<file path="src/rtl/compare_16_serial.sv">
// Serial 16-bit magnitude comparator with cascade inputs.
// Compares one nibble per cycle, MSB nibble first, and stops at the first
// nibble that differs. If every nibble matches, the latched cascade inputs
// become the result unchanged. The result is offered on a valid/ready
// handshake, and completed handshakes are counted.
//
// state  | meaning
// -------+-----------------------------------------------------------
// S_IDLE | waiting for an operand pair; in_ready high
// S_CMP  | comparing nibble idx of the latched operands
// S_DONE | result held on FGT/FLE/FEQ; out_valid high until out_ready
module compare_16_serial (
   input  logic        clk,
   input  logic        rst,
   input  logic        in_valid,
   output logic        in_ready,
   input  logic [15:0] A,
   input  logic [15:0] B,
   input  logic        IGT,
   input  logic        ILE,
   input  logic        IEQ,
   output logic        out_valid,
   input  logic        out_ready,
   output logic        FGT,
   output logic        FLE,
   output logic        FEQ,
   output logic [15:0] cmp_count
);

   typedef enum logic [1:0] {
      S_IDLE = 2'd0,
      S_CMP  = 2'd1,
      S_DONE = 2'd2
   } state_t;

   state_t      state_q, state_d;
   logic [1:0]  idx_q, idx_d;
   logic [15:0] a_q, a_d;
   logic [15:0] b_q, b_d;
   logic [2:0]  casc_q, casc_d;
   logic [2:0]  res_q, res_d;
   logic [15:0] cnt_q, cnt_d;
   logic [3:0]  nib_a, nib_b;

   // Pick the nibble currently under comparison.
   always_comb begin
      nib_a = a_q[3:0];
      nib_b = b_q[3:0];
      case (idx_q)
         2'd3: begin nib_a = a_q[15:12]; nib_b = b_q[15:12]; end
         2'd2: begin nib_a = a_q[11:8];  nib_b = b_q[11:8];  end
         2'd1: begin nib_a = a_q[7:4];   nib_b = b_q[7:4];   end
         default: begin nib_a = a_q[3:0]; nib_b = b_q[3:0]; end
      endcase
   end

   // Next-state, datapath and handshake outputs.
   always_comb begin
      state_d   = state_q;
      idx_d     = idx_q;
      a_d       = a_q;
      b_d       = b_q;
      casc_d    = casc_q;
      res_d     = res_q;
      cnt_d     = cnt_q;
      in_ready  = (state_q == S_IDLE) && !rst;
      out_valid = (state_q == S_DONE);
      case (state_q)
         S_IDLE: begin
            if (in_valid) begin
               a_d     = A;
               b_d     = B;
               casc_d  = {IGT, ILE, IEQ};
               idx_d   = 2'd3;
               state_d = S_CMP;
            end
         end
         S_CMP: begin
            if (nib_a > nib_b) begin
               res_d   = 3'b100;
               state_d = S_DONE;
            end else if (nib_a < nib_b) begin
               res_d   = 3'b010;
               state_d = S_DONE;
            end else if (idx_q == 2'd0) begin
               // All nibbles equal: cascade passes through, even if not one-hot.
               res_d   = casc_q;
               state_d = S_DONE;
            end else begin
               idx_d = idx_q - 2'd1;
            end
         end
         S_DONE: begin
            if (out_ready) begin
               cnt_d   = cnt_q + 16'd1;
               state_d = S_IDLE;
            end
         end
         default: state_d = S_IDLE;
      endcase
   end

   // State and datapath registers with synchronous reset.
   always_ff @(posedge clk) begin
      if (rst) begin
         state_q <= S_IDLE;
         idx_q   <= 2'd3;
         a_q     <= 16'd0;
         b_q     <= 16'd0;
         casc_q  <= 3'd0;
         res_q   <= 3'd0;
         cnt_q   <= 16'd0;
      end else begin
         state_q <= state_d;
         idx_q   <= idx_d;
         a_q     <= a_d;
         b_q     <= b_d;
         casc_q  <= casc_d;
         res_q   <= res_d;
         cnt_q   <= cnt_d;
      end
   end

   assign FGT       = res_q[2];
   assign FLE       = res_q[1];
   assign FEQ       = res_q[0];
   assign cmp_count = cnt_q;

endmodule

</file>
<file path="config.mk">
export PLATFORM = sky130hd
export DESIGN_NAME = compare_16_serial
export DESIGN_NICKNAME = d
export VERILOG_FILES = /design/src/rtl/compare_16_serial.sv
export SDC_FILE = /design/constraint.sdc
export NUM_CORES = 1
export LEC_CHECK = 0
export BUFFER_PORTS_ARGS = -buffer_cell sky130_fd_sc_hd__clkbuf_2
export CORE_MARGIN = 2
export CORE_UTILIZATION = 30
export DETAILED_ROUTE_END_ITERATION = 10
export GPL_TIMING_DRIVEN = 0
export HOLD_SLACK_MARGIN = 0.05
export PLACE_DENSITY_LB_ADDON = 0.25
export SETUP_SLACK_MARGIN = 0.5
export SLEW_MARGIN = 20
export SYNTH_ARGS = -nofsm -noshare
export SYNTH_HDL_FRONTEND = slang
export SYNTH_SLANG_ARGS = --single-unit
</file>
<file path="constraint.sdc">
create_clock -name clk -period 3.5 [get_ports clk]
set_clock_uncertainty 0.15 [all_clocks]
set_input_delay 0.175 -clock clk [delete_from_list [all_inputs] [get_ports clk]]
set_output_delay 0.175 -clock clk [all_outputs]
set_load 0.05 [all_outputs]
</file>
* Yosys cells after proc, flatten, opt, wreduce, memory -nomap -nowiden *
Cells that the tools add are included.

word-level totals
  bits in registers = 58
  output and inout port bits = 21

cells by class
  add/subtract/negate cells = 2
  order comparisons = 2
  equality and inequality tests = 11
  multiplexer cells = 16
  reduce and logical (&&, ||, !) cells = 11

operator list
  cell                                                                   count
  4-bit one-hot mux with 3 select lines                                  2
  2-bit 2-to-1 mux                                                       9
  16-bit by 1-bit adder with 16-bit output, second input constant        1
  3-bit 2-to-1 mux                                                       3
  2-bit != test, second input constant                                   4
  2-bit equality test, second input constant                             3
  2-bit one-hot mux with 3 select lines                                  1
  2-bit AND reduction                                                    3
  5-bit AND reduction                                                    1
  2-bit by 1-bit equality test with 1-bit output, second input constant  2
  4-bit greater-than comparator                                          1
  2-bit zero test                                                        2
  4-bit less-than comparator                                             1
  4-bit != test, second input constant                                   1
  2-bit one-hot mux with 2 select lines                                  1
  3-bit AND reduction                                                    1
  3-bit nonzero test                                                     1
  2-bit by 1-bit != test with 1-bit output, second input constant        1
  2-bit nonzero test                                                     1
  2-bit by 1-bit subtractor with 2-bit output, second input constant     1
  1-bit logical AND                                                      1
  1-bit zero test                                                        1

* Longest topological paths before layout *
Gate-level depths: netlist of the first run.

  depth in word-level cells = 6
  mapped depth = 12
  mapped depth without buffers = 10

* Least setup slack after synthesis of the first run *
No wires, ideal clock.

  path kind = reg2reg
  start point = register idx_q[1]
  end point = register idx_q[1]
  arrival = 2.722 ns
  data required time = 3.236 ns
  slack = 0.514 ns
  stages on the path, launching flop included = 12
  period minus slack after synthesis = 2.986 ns
  path through = dfxtp_1 inv_1 ha_1 clkbuf_1 a222oi_1 a21oi_1 ha_1 nor2b_1 or4b_1 clkbuf_1 a311o_1 a21o_1

on the way
  cells in the longest elaborated chain, start to end = 5
  elaborated cells between the ends (all ways) = 17
  those cells by class = add/sub (1); order compare (2); eq/ne (6); mux (6); reduce/logical (2)

ends and longest elaborated chain
  item                                                                                                  RTL line  source
  from (decl)                                                                                           37        logic [1:0] idx_q, idx_d;
  from (signal assigned)                                                                                115       idx_q <= idx_d;
  2-bit by 1-bit equality test with 1-bit output, or another cell as far along                          49        case (idx_q)
  4-bit one-hot mux with 3 select lines / 2-bit 2-to-1 mux (equally long branches)                      49, 85
  4-bit less-than comparator, or another cell as far along                                              82        end else if (nib_a < nib_b) begin
  2-bit != test (no source line) / 2-bit 2-to-1 mux (equally long branches)                             --
  5-bit AND reduction (no source line) / 2-bit one-hot mux with 2 select lines (equally long branches)  --

Parallel ways exist; a longest one is shown, timed or not. The select of a mux whose other input is x is not followed.
A chain may end at the register's enable or synchronous reset.

* Worst setup path after layout of the first run *
  start point = register idx_q[1]
  end point = register idx_q[0]

on the way
  cells in the longest elaborated chain, start to end = 5
  elaborated cells between the ends (all ways) = 12
  those cells by class = order compare (2); eq/ne (6); mux (2); reduce/logical (2)

ends and longest elaborated chain
  item                                                                                          RTL line
  2-bit by 1-bit equality test with 1-bit output / 2-bit equality test (equally long branches)  49
  4-bit one-hot mux with 3 select lines                                                         49
  4-bit less-than comparator / 4-bit greater-than comparator (equally long branches)            82, 79
  2-bit != test (no source line)                                                                --
  5-bit AND reduction (no source line) *                                                        --

Every way passes the cells marked *; elsewhere a longest branch is shown, timed or not.

==> results of run 1 <==
kinds of logic after synthesis:
kind of cell / count (synthesis)
buf+inv: 27
fa+ha+maj: 9
xor+xnor: 9
simple gates: 143
mux: 1
flops: 58
compound gates: 75
flip-flops by register name, indices dropped and copies added (netlist names):
| signal | flops |
|---|---|
| a_q | 16 |
| b_q | 16 |
| casc_q | 3 |
| cmp_count | 16 |
| idx_q | 2 |
| res_q | 3 |
| state_q | 2 |
worst paths after layout:
kind,endpoint,cells past startpoint,slack [ns],from
setup reg to reg,idx_q[0],11,0.55,idx_q[1]
hold / removal,cmp_count[13],3,0.09,rst
setup / recovery,idx_q[0],11,0.55,idx_q[1]
hold reg to reg,casc_q[1],2,0.31,casc_q[1]
final cells by class:
cell class,instances,area (µm²)
buffer,20,113
clock buffer,14,193
clock inverter,1,30.0
fill,884,4570
inverter,7,30.0
multi-input combinational,237,1370
sequential,58,1170
tap,105,131
timing repair buffer,100,696
stage by stage:
stage                     hold WS (ns)  instances  utilization  instance area [µm²]
final                           0.0906        542        0.449                 3730
after global routing             0.128        542        0.449                 3730
after CTS                       0.0779        540        0.442                 3670
after detailed placement         0.254        485        0.362                 3000
after global placement           0.249        485        0.362                 3000
after floorplan                  0.161        322            -                 2580
power by group:
part,internal [mW],switching (mW)
sequential,0.702,0.0284
combinational,0.153,0.183
clock,0.422,0.245
placed cells by master (no fill, tap or decap), types with 3 or more instances in the layout:
cell type / instances
nand2_1: 84
clkbuf_2: 60
dfxtp_1: 56
a21oi_1: 48
dlygate4sd3_1: 36
nor2_1: 19
clkbuf_8: 14
clkbuf_1: 10
a222oi_1: 8
nand3_1: 8
ha_1: 7
nand4_1: 6
xor2_1: 6
buf_4: 6
o21ai_0: 5
buf_1: 4
inv_1: 4
buf_8: 3
nor3_1: 3
nand2b_1: 3
a21o_1: 3
or3_1: 3
xnor2_1: 3
worst max-delay path, cell delays in order (launching register included):
cell	delay, ns
dfxtp_4	0.37
inv_2	0.06
ha_4	0.15
buf_8	0.12
a222oi_1	0.39
a21oi_1	0.14
ha_1	0.34
nand2_1	0.08
or4b_4	0.47
buf_8	0.14
a311o_1	0.26
a21o_1	0.15
layer usage:
layer  global-route usage  routed length (µm)
met1                0.197                3280
met2                0.239                3190
met3               0.0499                 322
met4               0.0477                  26
met5                    0                   0
timing repair:
action | in CTS | in global routing
gates cloned | 0 | 0
gates resized for setup | 21 | 17
setup endpoints to repair | 3 | 5
hold buffers | 36 | 0
pin swaps | 10 | 14
setup buffers | 4 | 2
endpoints found under the hold margin | 36 | 0
==> results.yml, run 1 <==
job:
  drv_cap: 0
synthesis:
  async_flop_share: 0
  netlist_instances: 322
  synth-xor-area-share: 0.0305
  yosysSeqAreaShare: 0.450
  avgSynthCellArea_um2: 8.02
  yosysWarnings: 0
  synthMuxAreaShare: 0.00436
  synth-edff-count: 0
  synth_top_cell_area_share: 0.450
  synth_nets: 370
  synth_area_leader_cell: "dfxtp_1"
  synth_compound_area_frac: 0.175
  synth.area.top_cells: "dfxtp_1, nand2_1, a21oi_1, ha_1, a222oi_1"
  synth-simple-area-share: 0.258
  synthFlopType: "dfxtp_1"
  synthTopCellsByCount: "nand2_1, dfxtp_1, a21oi_1, nor2_1, clkbuf_1"
  synth_fa_ha_area_frac: 0.0436
  ys_ff_latch: 58
  synth_most_common_cell: "nand2_1"
  synth_cell_type_count: 39
  synth_top_family_by_area: "simple AND/OR/NAND/NOR gates"
  syn_area_mm2: 0.00258
sta:
  drv_slew: 0
  post-route-period-util: 0.842
  fin_tns_setup_ns: 0
  fmax_mhz: 339
  rsz0062_at_grt: "false"
  hold_violations: 0
  maxSlewHeadroom: 0.619
  setup_violations: 0
  post-route-min-period_ns: 2.95
  tightestPinTransition_ns: 0.572
  layout_setup_ws_ns: 0.552
global_route:
  grtUsageTotal: 0.152
  grt_pass1_wl_um: 11700
  antenna_found_initial: 0
  globalRouteOverflowTotal: 0
  grt_max_degree: 11
  grt_pass1_vias: 2531
finish:
  drive_gt1_frac: 0.233
  syn2layout_area_growth_pct: 44.3
  diodes: 0
  nets: 481
routing:
  ant_nets: 0
  via_count: 2578
  viasPerCell: 4.76
  drtIter0Drc: 109
  drc: 0
  wl_per_cell_um: 12.6
  dr.pass1.iters: 5
  drt-total-wl_um: 6820
place:
  io_buffers: 58
  place_ws_ns: 0.197
  dp_hpwl_um: 4730
  place_congestion: 0.819
clock_tree:
  numCtsBuffers: 9
  h-tree-depth: 3
  cts_tree: "done"
  clkTransAtPathRegs_ns: 0.06
  root_buffer: "clkbuf_8"
  clock_sinks: 58
  cts_max_path_buffers: 2
  clk_latency_ns: 0.32
critical_path:
  required_ns: 3.56
  critPathKind: "flip-flop to flip-flop"
  path_max_fanout: 6
  worst_ep_arrival_time_ns: 3.01
  crit_path_end_kind: "flip-flop"
  start_kind: "flip-flop"
floorplanning:
  die_area_mm2: 0.00937
  coreArea_mm2: 0.00830
  placementRows: 33
  fp.dieH_um: 96.8
  io_pins: 60
  start_util: 0.311
  fp.dieW_um: 96.8
power_and_ir_drop:
  power_density_mw_per_mm2: 465
  leakage_nw: 1.57
  vdd_drop_max_mv: 0.248
  finalPower_mw: 1.73
min_path:
  hold_class: "input port to flip-flop"
outcome:
  status: "finished, final reports clean"
Note: power is estimated with default switching activity, not from simulation.
==> run 2, diff against run 1 <==
==> constraint.sdc (replaced) <==
create_clock -name clk -period 2.8 [get_ports clk]
set_clock_uncertainty 0.15 [all_clocks]
set_input_delay 0.14 -clock clk [delete_from_list [all_inputs] [get_ports clk]]
set_output_delay 0.14 -clock clk [all_outputs]
set_load 0.05 [all_outputs]
==> run 2 against run 1 <==
  * The flow now finishes with violations (negative setup slack)
  * Design area up 4.6%
  * Clock-buffer cell count decreased by 2
  * Non-clock buffer count grew 8
  * Sequential power up 25%
  * Utilization is 2.1 points higher
  * Register-to-register slack worse by 0.68 ns
  * First-iteration DRC count stayed put
  * Combinational power grew 50%
  * Die area stayed put
  * Sequential share of layout area decreased by 1.4 points
  * Global-route usage is 0.41 points higher
  * Critical endpoint unchanged
==> results.yml, run 2 (synthesis results as in run 1) <==
outcome:
  status: "finished with violations"
  violations: "negative setup slack"
place:
  place_congestion: 0.768
  io_buffers: 58
  place_ws_ns: -0.230
  dp.cells: 485
  dp_hpwl_um: 4850
  dpl_cell_area_mm2: 0.00305
power_and_ir_drop:
  leakage_nw: 1.63
  finalPower_mw: 2.32
  comb_power_share: 0.217
  clock_power_share: 0.390
  power_density_mw_per_mm2: 595
  intPower_mw: 1.69
  switching_power_uw: 627
  vdd_drop_max_mv: 0.224
  p_sw_frac: 0.270
  pwr-share-seq: 0.393
finish:
  final_core_util: 0.470
  n_fill_cell: 829
  seq_area_mm2: 0.00117
  drive_gt1_frac: 0.267
  mostFrequentLayoutCells: "nand2_1, clkbuf_2, dfxtp_1"
  fin_cells: 551
  syn2layout_area_growth_pct: 50.9
  nets: 489
  multiInputGateArea_mm2: 0.00142
  final_area_mm2: 0.00390
  diodes: 0
  layout_commonest_cell: "nand2_1"
critical_path:
  reg2reg_depth: 12
  cpPeakStageDelay_ns: 0.47
  required_ns: 2.88
  crit_path_end_kind: "flip-flop"
  worst_ep_arrival_time_ns: 3.01
  crit_slowest_cell: "or4b_1"
  worstPathCellList: "inv_4 -> ha_4 -> buf_8 -> a222oi_1 -> nand2_1 -> o21ai_1 -> ha_1 -> nor2b_4 -> or4b_1 -> clkbuf_8 -> a311o_1 -> a21o_1"
  start_kind: "flip-flop"
  path_max_fanout: 6
  critPathKind: "flip-flop to flip-flop"
floorplanning:
  io_pins: 60
  fp.dieH_um: 96.8
  placementRows: 33
  fp.dieW_um: 96.8
  start_util: 0.311
  die_area_mm2: 0.00937
  coreArea_mm2: 0.00830
routing:
  ant_nets: 0
  drtIter0Drc: 109
  viasPerCell: 4.76
  via_count: 2623
  wl_per_cell_um: 13.1
  drc: 0
  drt-total-wl_um: 7210
  dr.pass1.iters: 5
clock_tree:
  cts_max_path_buffers: 2
  h-tree-depth: 3
  numCtsBuffers: 9
  clock_sinks: 58
  cts_tree: "done"
  root_buffer: "clkbuf_8"
  clk_latency_ns: 0.33
  clkTransAtPathRegs_ns: 0.07
sta:
  tightestPinTransition_ns: 0.600
  rsz0062_at_grt: "true"
  drv_slew: 0
  maxSlewHeadroom: 0.600
  layout_setup_ws_ns: -0.133
  setup_violations: 5
  post-route-min-period_ns: 2.93
  hold_violations: 0
  fin_tns_setup_ns: -0.362
  hold_ws_ns: 0.0893
  fmax_mhz: 341
  post-route-period-util: 1.05
global_route:
  grt_pass1_wl_um: 11800
  antenna_found_initial: 0
  grt_pass1_vias: 2524
  grtUsageTotal: 0.156
  globalRouteOverflowTotal: 0
  grt_max_degree: 11
min_path:
  min_path_cells: 3
  hold_class: "input port to flip-flop"
job:
  drv_cap: 0
==> run 2: cell count changes in the layout (fill, tap and decap cells not counted), moves of 2 or more <==
cell	before	now
ha_1	7	5
buf_6	0	4
buf_4	6	9
o21ai_0	5	3
nand3_1	8	6
ha_4	2	4
==> run 2: timing repair <==
item | in CTS | in global routing
endpoints found under the setup margin | 7 | 7
pin swaps | 6 | 12
setup buffers | 6 | 8
gates resized for setup | 11 | 24
endpoints found under the hold margin | 36 | 0
hold buffers | 36 | 0
==> run 2: final cells by class <==
type,count,area share
multi-input cells,237,0.365
flip-flops and latches,58,0.300
inverters,7,0.00835
clock inverters,4,0.0186
repair buffers,108,0.201
well taps,105,0.0337
plain buffers,20,0.0311
clock buffers,12,0.0424
==> run 2: path summary, 6_finish.rpt <==
path	start	endpoint	slack, ns
min reg2reg	a_q[15]	a_q[15]	0.31
max	idx_q[0]	idx_q[0]	-0.13
max reg2reg	idx_q[0]	idx_q[0]	-0.13
min	rst	cmp_count[13]	0.09
==> run 2: worst max-delay path: cells and delay by family (launching register included) <==
kind	cells	cell delay (ns)
AO/OA/AOI/OAI	4	0.83
AND/OR/NAND/NOR	3	0.69
adder cells (fa/ha/maj)	2	0.41
flip-flops	1	0.39
buffers and inverters	3	0.34
==> run 2: per-layer routing <==
layer / GRT usage / part of all wire / vias up
met3: 0.0231 / 0.033 / 7
met1: 0.199 / 0.47 / 1213
met2: 0.260 / 0.48 / 53
li1: - / - / 1350
met5: 0 / 0 / -
met4: 0.0693 / 0.017 / 0
==> run 2: power by group through the flow <==
stage	logic [mW]	clock network, mW	registers (mW)
floorplan	0.232	0	0.938
CTS	0.418	0.916	0.911
global route	0.552	0.952	0.919
global placement	0.344	0	0.929
finish	0.503	0.905	0.912
detailed placement	0.351	0	0.929
==> run 3, diff against run 2 <==
--- a/config.mk
+++ b/config.mk
@@ -5,10 +5,10 @@
 export SDC_FILE = /design/constraint.sdc
 export NUM_CORES = 1
 export LEC_CHECK = 0
-export BUFFER_PORTS_ARGS = -buffer_cell sky130_fd_sc_hd__clkbuf_2
 export CORE_MARGIN = 2
 export CORE_UTILIZATION = 30
 export DETAILED_ROUTE_END_ITERATION = 10
+export DONT_BUFFER_PORTS = 1
 export GPL_TIMING_DRIVEN = 0
 export HOLD_SLACK_MARGIN = 0.05
 export PLACE_DENSITY_LB_ADDON = 0.25
==> run 3 against run 2 <==
  * The run still ends with negative setup slack left
  * Largest power group unchanged
  * Global-route usage shrank 0.65 points
  * Design area shrank 11%
  * Worst hold slack lost 0.013 ns
  * Sequential power grew 2.3%
  * Register-to-register slack is essentially flat
  * Via count shrank 8.5%
  * Critical endpoint unchanged
  * Utilization shrank 5.2 points
  * Power shrank 8.1%
==> results.yml, run 3 (synthesis results as in run 1) <==
sta:
  hold_violations: 0
  fmax_mhz: 342
  hold_ws_ns: 0.0767
  post-route-min-period_ns: 2.92
  fin_tns_setup_ns: -0.321
  setup_violations: 4
  layout_setup_ws_ns: -0.122
  post-route-period-util: 1.04
  rsz0062_at_grt: "true"
  maxSlewHeadroom: 0.398
  drv_slew: 0
  tightestPinTransition_ns: 0.899
clock_tree:
  cts_max_path_buffers: 2
  numCtsBuffers: 9
  clk_latency_ns: 0.33
  clkTransAtPathRegs_ns: 0.07
  root_buffer: "clkbuf_8"
  h-tree-depth: 3
  cts_tree: "done"
  clock_sinks: 58
global_route:
  grt_max_degree: 11
  grt_pass1_vias: 2280
  grt_pass1_wl_um: 11300
  grtUsageTotal: 0.149
  globalRouteOverflowTotal: 0
  antenna_found_initial: 0
finish:
  diodes: 0
  syn2layout_area_growth_pct: 34.1
  fin_cells: 483
  final_area_mm2: 0.00346
  final_core_util: 0.417
  mostFrequentLayoutCells: "nand2_1, dfxtp_1, a21oi_1"
  layout_commonest_cell: "nand2_1"
  nets: 422
  drive_gt1_frac: 0.151
place:
  dp_hpwl_um: 4810
  dpl_cell_area_mm2: 0.00277
  io_buffers: 0
  place_ws_ns: -0.222
  dp.cells: 427
  place_congestion: 0.764
floorplanning:
  start_util: 0.311
  fp.dieW_um: 96.8
  placementRows: 33
  fp.dieH_um: 96.8
  io_pins: 60
  die_area_mm2: 0.00937
  coreArea_mm2: 0.00830
outcome:
  status: "finished with violations"
  violations: "negative setup slack"
critical_path:
  crit_path_end_kind: "flip-flop"
  critPathKind: "flip-flop to flip-flop"
  path_max_fanout: 7
  start_kind: "flip-flop"
  worst_ep_arrival_time_ns: 3.00
  required_ns: 2.88
routing:
  via_count: 2400
  drt-total-wl_um: 6970
  viasPerCell: 4.97
  dr.pass1.iters: 5
  drc: 0
  wl_per_cell_um: 14.4
  ant_nets: 0
  drtIter0Drc: 153
power_and_ir_drop:
  finalPower_mw: 2.13
  vdd_drop_max_mv: 0.185
  leakage_nw: 1.32
  power_density_mw_per_mm2: 616
job:
  drv_cap: 0
min_path:
  hold_class: "input port to flip-flop"
[run 3: final timing paths]
check             slack, ns            end     start  cells after the start
hold / removal         0.08  cmp_count[13]       rst                      3
setup reg to reg      -0.12       idx_q[0]  idx_q[1]                     12
setup / recovery      -0.12       idx_q[0]  idx_q[1]                     12
hold reg to reg        0.31        b_q[14]   b_q[14]                      2
[run 3: routing by layer]
metal / vias up / wire, µm / share of wire / global-route usage
li1: 1223 / - / - / -
met1: 1106 / 3160 / 0.45 / 0.188
met2: 60 / 3350 / 0.48 / 0.245
met3: 11 / 331 / 0.047 / 0.0354
met4: 0 / 131 / 0.019 / 0.0618
met5: - / 0 / 0 / 0
[run 3: what timing repair did]
| action | 4_1_cts | 5_1_grt |
|---|---|---|
| setup endpoints to repair | 10 | 10 |
| hold buffers | 36 | 0 |
| gates resized for setup | 15 | 20 |
| setup buffers | 4 | 1 |
| endpoints found under the hold margin | 45 | 0 |
| pin swaps | 7 | 12 |
[run 3: final cells by class]
| class | count | area, µm² |
|---|---|---|
| plain buffers | 20 | 123 |
| clock buffers | 13 | 169 |
| clock inverters | 2 | 35.0 |
| fillers | 867 | 4840 |
| inverters | 7 | 30.0 |
| multi-input cells | 237 | 1400 |
| flip-flops and latches | 58 | 1180 |
| well taps | 105 | 131 |
| repair buffers | 41 | 402 |
[run 3: worst max-delay path: stages, from the launching register on]
cell and delay [ns]:
dfxtp_4 0.38, inv_4 0.05, ha_4 0.15, buf_8 0.13, a222oi_1 0.35, nand2_1 0.09, o21ai_1 0.09, ha_1 0.26
nor2b_4 0.14, or4b_4 0.49, buf_8 0.14, a311o_1 0.25, a21o_1 0.15
[run 3: report_power, final]
| part | switching [mW] | internal (mW) |
|---|---|---|
| clock network | 0.321 | 0.478 |
| logic | 0.216 | 0.186 |
| registers | 0.0558 | 0.877 |
